File: src/rtl/rv32_scoreboard_hazard_unit_pkg.sv
`default_nettype none
// ============================================================================
//  Module  : rv32_types (package)
//  Purpose : Shared types and constants for the RV32 scoreboard hazard unit:
//            register-id type, bypass-select encoding, long-latency defaults.
//  Revision: 1.0  initial release
// ============================================================================
package rv32_types;

    // Architectural register identifier (x0..x31).
    typedef logic [4:0] rv_reg_id_t;

    // Default number of long-latency writes that may be outstanding.
    localparam int MAX_LL_DEFAULT = 4;

    // bypass_sel encoding: 0 = register file, k = forwarding stage k-1.
    localparam int BYPASS_REGFILE = 0;

    function automatic int bypass_code(input int stage);
        return stage + 1;
    endfunction

endpackage
`default_nettype wire

File: src/rtl/rv32_reg_scoreboard.sv
`default_nettype none
// ============================================================================
//  Module  : rv32_reg_scoreboard
//  Purpose : Pending-write scoreboard for long-latency results. Holds one busy
//            bit per architectural register and a count of outstanding writes.
//  Ports   : clk, rst          clock / synchronous active-high reset
//            set_en, set_rd    mark set_rd busy (x0 is never marked)
//            clr_en, clr_rd    writeback of clr_rd (ignored if not busy)
//            busy              pending-write vector, bit 0 always 0
//            ll_cnt            number of busy bits currently set
//  Revision: 1.0  initial release
// ============================================================================
module rv32_reg_scoreboard
    import rv32_types::*;
#(
    parameter  int MAX_LL = MAX_LL_DEFAULT,
    localparam int CNT_W  = $clog2(MAX_LL + 1)
) (
    input  logic             clk,
    input  logic             rst,
    input  logic             set_en,
    input  rv_reg_id_t       set_rd,
    input  logic             clr_en,
    input  rv_reg_id_t       clr_rd,
    output logic [31:0]      busy,
    output logic [CNT_W-1:0] ll_cnt
);

    logic [31:0] busy_q;
    logic        do_set;
    logic        do_clr;
    logic        cnt_inc;
    logic        cnt_dec;

    always_comb begin
        do_set  = set_en && (set_rd != '0);
        // A writeback to a register that is not pending is stale; drop it.
        do_clr  = clr_en && busy_q[clr_rd];
        // Count moves only when a bit actually changes state.
        cnt_inc = do_set && !busy_q[set_rd];
        // Same-register set/clear: set wins, so the bit never drops.
        cnt_dec = do_clr && !(do_set && (set_rd == clr_rd));
    end

    always_ff @(posedge clk) begin
        if (rst) begin
            busy_q <= '0;
            ll_cnt <= '0;
        end else begin
            // Ordering gives set priority over clear on the same register.
            if (do_clr) busy_q[clr_rd] <= 1'b0;
            if (do_set) busy_q[set_rd] <= 1'b1;

            if (cnt_inc && !cnt_dec && (ll_cnt != CNT_W'(MAX_LL)))
                ll_cnt <= ll_cnt + 1'b1;
            else if (cnt_dec && !cnt_inc && (ll_cnt != '0))
                ll_cnt <= ll_cnt - 1'b1;
        end
    end

    assign busy = busy_q;

endmodule
`default_nettype wire

File: src/rtl/rv32_scoreboard_hazard_unit.sv
`default_nettype none
// ============================================================================
//  Module  : rv32_scoreboard_hazard_unit
//  Purpose : Decode-stage hazard detection and operand bypass selection with a
//            long-latency write scoreboard.
//  Ports   : clk, rst                 clock / synchronous active-high reset
//            use_rs, rs_id            per-slot operand use flag and register
//            fwd_rd/fwd_wb/fwd_is_load per forwarding stage (0 = youngest)
//            issue_valid/ll/rd        instruction leaving decode
//            ll_wb_valid/ll_wb_rd     long-latency regfile writeback
//            stall                    hold decode, insert bubble
//            bypass_sel               per slot, 0 = regfile, k = stage k-1
//            sb_busy                  scoreboard pending-write vector
//            stall_cnt                saturating stall-cycle counter
//  Revision: 1.0  initial release
// ============================================================================
module rv32_scoreboard_hazard_unit
    import rv32_types::*;
#(
    parameter  int NUM_RS     = 3,
    parameter  int NUM_FWD    = 2,
    parameter  int LOAD_READY = 1,
    parameter  int MAX_LL     = MAX_LL_DEFAULT,
    localparam int SEL_W      = $clog2(NUM_FWD + 1),
    localparam int CNT_W      = $clog2(MAX_LL + 1)
) (
    input  logic                          clk,
    input  logic                          rst,
    input  logic       [NUM_RS-1:0]       use_rs,
    input  rv_reg_id_t [NUM_RS-1:0]       rs_id,
    input  rv_reg_id_t [NUM_FWD-1:0]      fwd_rd,
    input  logic       [NUM_FWD-1:0]      fwd_wb,
    input  logic       [NUM_FWD-1:0]      fwd_is_load,
    input  logic                          issue_valid,
    input  logic                          issue_ll,
    input  rv_reg_id_t                    issue_rd,
    input  logic                          ll_wb_valid,
    input  rv_reg_id_t                    ll_wb_rd,
    output logic                          stall,
    output logic [NUM_RS-1:0][SEL_W-1:0]  bypass_sel,
    output logic [31:0]                   sb_busy,
    output logic [15:0]                   stall_cnt
);

    logic [NUM_RS-1:0] slot_stall;
    logic [CNT_W-1:0]  ll_cnt;
    logic              ll_full;
    logic              sb_set;

    for (genvar s = 0; s < NUM_RS; s++) begin : g_slot
        logic             active;
        logic             hit_load;
        logic [SEL_W-1:0] sel;

        always_comb begin
            active   = use_rs[s] && (rs_id[s] != '0);
            sel      = SEL_W'(BYPASS_REGFILE);
            hit_load = 1'b0;
            // Walk oldest to youngest so the youngest match is the one kept.
            for (int k = NUM_FWD - 1; k >= 0; k--) begin
                if (fwd_wb[k] && (fwd_rd[k] == rs_id[s])) begin
                    sel      = SEL_W'(bypass_code(k));
                    hit_load = fwd_is_load[k] && (k < LOAD_READY);
                end
            end
            if (!active) begin
                sel      = SEL_W'(BYPASS_REGFILE);
                hit_load = 1'b0;
            end
        end

        assign bypass_sel[s] = sel;
        // A pending long-latency write blocks the operand even if a stage
        // happens to carry the same rd.
        assign slot_stall[s] = active && (hit_load || sb_busy[rs_id[s]]);
    end

    assign ll_full = (ll_cnt == CNT_W'(MAX_LL));
    assign stall   = (|slot_stall) || (issue_ll && ll_full);
    assign sb_set  = issue_valid && !stall && issue_ll;

    rv32_reg_scoreboard #(
        .MAX_LL (MAX_LL)
    ) u_sb (
        .clk    (clk),
        .rst    (rst),
        .set_en (sb_set),
        .set_rd (issue_rd),
        .clr_en (ll_wb_valid),
        .clr_rd (ll_wb_rd),
        .busy   (sb_busy),
        .ll_cnt (ll_cnt)
    );

    always_ff @(posedge clk) begin
        if (rst)
            stall_cnt <= '0;
        else if (stall && (stall_cnt != 16'hFFFF))
            stall_cnt <= stall_cnt + 16'd1;
    end

endmodule
`default_nettype wire
File: config.mk
export PLATFORM = sky130hd
export DESIGN_NAME = rv32_scoreboard_hazard_unit
export DESIGN_NICKNAME = d
export VERILOG_FILES = /design/src/rtl/rv32_scoreboard_hazard_unit_pkg.sv /design/src/rtl/rv32_reg_scoreboard.sv /design/src/rtl/rv32_scoreboard_hazard_unit.sv
export SDC_FILE = /design/constraint.sdc
export NUM_CORES = 1
export LEC_CHECK = 0
export CAP_MARGIN = 30
export CELL_PAD_IN_SITES_DETAIL_PLACEMENT = 0
export CELL_PAD_IN_SITES_GLOBAL_PLACEMENT = 1
export CORE_MARGIN = 8
export CORE_UTILIZATION = 39
export CTS_CLUSTER_SIZE = 8
export DETAILED_ROUTE_END_ITERATION = 10
export GPL_TIMING_DRIVEN = 0
export PLACE_DENSITY = 0.91
export SYNTH_ARGS = -nofsm -noshare
export SYNTH_HDL_FRONTEND = slang
export SYNTH_SLANG_ARGS = --single-unit
export TNS_END_PERCENT = 1
File: constraint.sdc
create_clock -name clk -period 5.2 [get_ports clk]
set_clock_uncertainty 0.05 [all_clocks]
set_input_delay 0.52 -clock clk [delete_from_list [all_inputs] [get_ports clk]]
set_output_delay 0.52 -clock clk [all_outputs]
set_load 0.05 [all_outputs]
==> results.tsv <==
stage	metric	value	unit
run_status	outcome	finished, final reports clean	
floorplanning	Core Region	11300	µm²
cts	CTS Buffer Depth	2	
global_route	initial antenna violation count	0	
floorplanning	Site Rows	39	
pwr	sw frac	29.7	%
final_layout	Fill cells	1078	
synth	most numerous cell in the Yosys netlist	o21ai_0	
pwr	combinational share of power	22.9	%
sta	Relative slew margins	47.5	%
cts	Worst-path clk slew	70	ps
drt	post-route ant nets	0	
drt	vias per cell	6.23	
placed_design	hpwl dp	11600	µm
global_route	GRT met2 Usage	33.4	%
sta	Finish-stage setup viols	0	
synth	Yosys cell types	72	
sta	RSZ-0062 raised after global routing	false	
critical_path	slowest stage delay, CP	720	ps
cts	Root Driver	clkbuf_16	
floorplanning	Die W	123	µm
synth	Avg Cell Area, Syn	9.12	µm²
drt	Via Count	4514	
drt	initial DRC count	274	
sta	final setup margin	350	ps
worst_hold_path	worst hold path class	flip-flop to flip-flop	
critical_path	Most common cell on crit path	clkdlybuf4s50_1	
synth	Post-Syn Nets	535	
critical_path	Worst Setup Start Kind	input pin	
critical_path	critical path class	input pin to output pin	
cts	CTS HTree Levels	2	
synth	area leader, netlist	dfxtp_1	
cts	# resized after CTS	0	
synth	Synth Cell Area	4430	µm²
floorplanning	# IOs	102	
sta	Final Hold Fails	0	
pwr	Peak VDD IR	0.000134	V
critical_path	worst path buffer plus inverter count	5	
drt	final wirelength	15500	µm
synth	Post-synth EDFFs	0	
placed_design	Placer Congestion	0.915	
critical_path	largest delay contributor family on the critical path	buffers and inverters	
pwr	Seq pwr share	41.6	%
critical_path	worst path required time	4630	ps
sta	Final min period	4850	ps
synth	synth warn	0	
synth	synthesized flop and latch total	51	
global_route	vias in the first global route	4554	
run	total of max-cap violations	0	
pwr	Int Pwr	0.682	mW
final_layout	Syn-to-layout area delta	27.2	%
global_route	first-pass GRT wire length	24400	µm
synth	Synth top cells by count	60 x o21ai_0, 51 x dfxtp_1, 38 x nor2b_1	
placed_design	worst slack at placement	318	ps
final_layout	# diodes	0	
pwr	Power Dens Cells	172	nW/µm²
global_route	met3 Use GR	4.46	%
global_route	GR peak layer	met2	
placed_design	port bufs	87	
synth	Cells after Synth	486	
critical_path	Critical Path AT	4280	ps
sta	setup TNS	0	ps
global_route	GR Util All Layers	20.3	%
critical_path	worst-path maximum fanout	10	
global_route	largest net degree at the start of global routing	17	
cts	CTS tree	yes	
floorplanning	die footprint	15000	µm²
sta	Least-Margin Pin Slew	767	ps
drt	drt pass-1 iters	4	
cts	CTS buffer count	5	
sta	period utilization	93.3	%
critical_path	worst-path cell chain	clkdlybuf4s50_1 > clkbuf_1 > mux4_2 > mux2i_1 > o22ai_1 > a2111oi_0 > nand3_2 > nor2_2 > buf_6 > inv_2 > clkdlybuf4s50_1	
floorplanning	initial core utilization	39.3	%
drt	routed len/inst	21.4	µm
pwr	clock share of power	35.5	%
synth	Seq/Total Area, Yosys	23.0	%
final_layout	share of post-route cells with drive strength above 1	11.9	%
sta	Fmax	206	MHz
cts	postcts setup bufs	0	
cts	Clk Latency, worst-skew pair	300	ps
global_route	global routing usage on met1	26.1	%
cts	hold_buf cts	0	
floorplanning	Die Y	123	µm
global_route	grt ovf	0	
sta	final max-slew violation count	0	
pwr	Lkg Pwr	1.94	nW
critical_path	CP endpoint kind	output pin	
pwr	P_sw	0.288	mW
critical_path	slowest CP cell	clkdlybuf4s50_1	
synth	fraction of registers with async set/reset	0	%
cts	clk sink count	51	
final_layout	Layout Nets	629	
synth	Top FF cell, synth	dfxtp_1	
synth	top cells by area, synth	dfxtp_1 23%, mux4_2 13%, o21ai_0 6.8%	
drt	drc violations	0	
synth	fraction of post-synthesis cell area in the top cell type by area	23.0	%
-- per-stage QoR --
stage                     power (mW)  area, µm²  cells  utilization [%]  hold slack [ps]
final                          0.970       5640    724             50.0              462
after global routing            1.00       5640    724             50.0              480
after CTS                      0.973       5640    724             50.0              454
after detailed placement       0.632       5480    716             48.6              446
after global placement         0.627       5480    716             48.6              435
after floorplan                0.553       4430    486                -              417
-- flip-flops by register name, summed over array words and instances, names as in the netlist --
signal and count:
u_sb.busy 32, u_sb.ll_cnt 3, stall_cnt 16
-- layout by cell type, fill, tap and decap left out, types with 3 or more instances in the layout --
master | Yosys | layout
o21ai_1 | 15 | 15
xnor2_1 | 25 | 25
nand3b_1 | 10 | 10
nand3_1 | 16 | 16
clkbuf_16 | 0 | 5
o22ai_1 | 6 | 6
nor2_1 | 20 | 20
nor3_1 | 9 | 9
dfxtp_1 | 51 | 51
or4_1 | 6 | 6
buf_6 | 3 | 3
nand4_1 | 6 | 6
o31ai_1 | 6 | 6
o21ai_0 | 60 | 60
mux2i_1 | 24 | 24
xor2_1 | 12 | 12
clkdlybuf4s50_1 | 0 | 87
or3b_2 | 3 | 3
clkbuf_1 | 21 | 21
nand2_1 | 17 | 17
nor3b_1 | 3 | 3
buf_2 | 7 | 7
inv_1 | 12 | 12
or3_1 | 6 | 6
mux2_2 | 5 | 5
mux4_2 | 25 | 25
nor2b_1 | 38 | 38
and2_1 | 3 | 3
and3_1 | 6 | 6
a21oi_1 | 10 | 10
mux4_1 | 8 | 8
-- final timing paths --
kind             startpoint              to  slack (ps)  cells past startpoint
max                rs_id[7]           stall         350                     11
min          u_sb.ll_cnt[2]  u_sb.ll_cnt[2]         460                      1
max reg2reg    u_sb.busy[2]  u_sb.ll_cnt[2]        1440                     12
min reg2reg  u_sb.ll_cnt[2]  u_sb.ll_cnt[2]         460                      1
-- cell families (layout without fill, tap and decap cells) --
kind of cell | count (synthesis) | after routing | synth area share [%]
buffers and inverters | 48 | 143 | 4.97
muxes | 63 | 63 | 24.5
adders and majority gates | 2 | 2 | 0.734
DFF | 51 | 51 | 23.0
and+or+nand+nor | 162 | 162 | 22.4
AOI/OAI and AO/OA | 123 | 123 | 17.1
xor gates and xnor gates | 37 | 37 | 7.31
-- final cells by class --
class / count / area (µm²) / area share [%]
multi-input combinational: 387 / 3190 / 56.6
tap: 143 / 179 / 3.17
inverter: 13 / 48.8 / 0.866
buffer: 35 / 171 / 3.04
sequential: 51 / 1020 / 18.1
clock inverter: 2 / 16.3 / 0.289
timing repair buffer: 87 / 871 / 15.4
clock buffer: 6 / 139 / 2.46
-- power groups by stage --
| stage | Combinational, mW | Sequential, mW | Clock (mW) |
|---|---|---|---|
| after floorplan | 0.133 | 0.420 | 0 |
| after global placement | 0.215 | 0.412 | 0 |
| after detailed placement | 0.220 | 0.412 | 0 |
| after CTS | 0.221 | 0.403 | 0.348 |
| after global routing | 0.238 | 0.404 | 0.359 |
| final | 0.222 | 0.404 | 0.344 |
-- per-layer routing --
| layer | wire length [µm] | vias up |
|---|---|---|
| met4 | 291 | 0 |
| met5 | 0 | - |
| li1 | - | 2029 |
| met2 | 7240 | 220 |
| met3 | 1420 | 26 |
| met1 | 6530 | 2239 |
No activity file was read; power rests on OpenSTA's default activity.
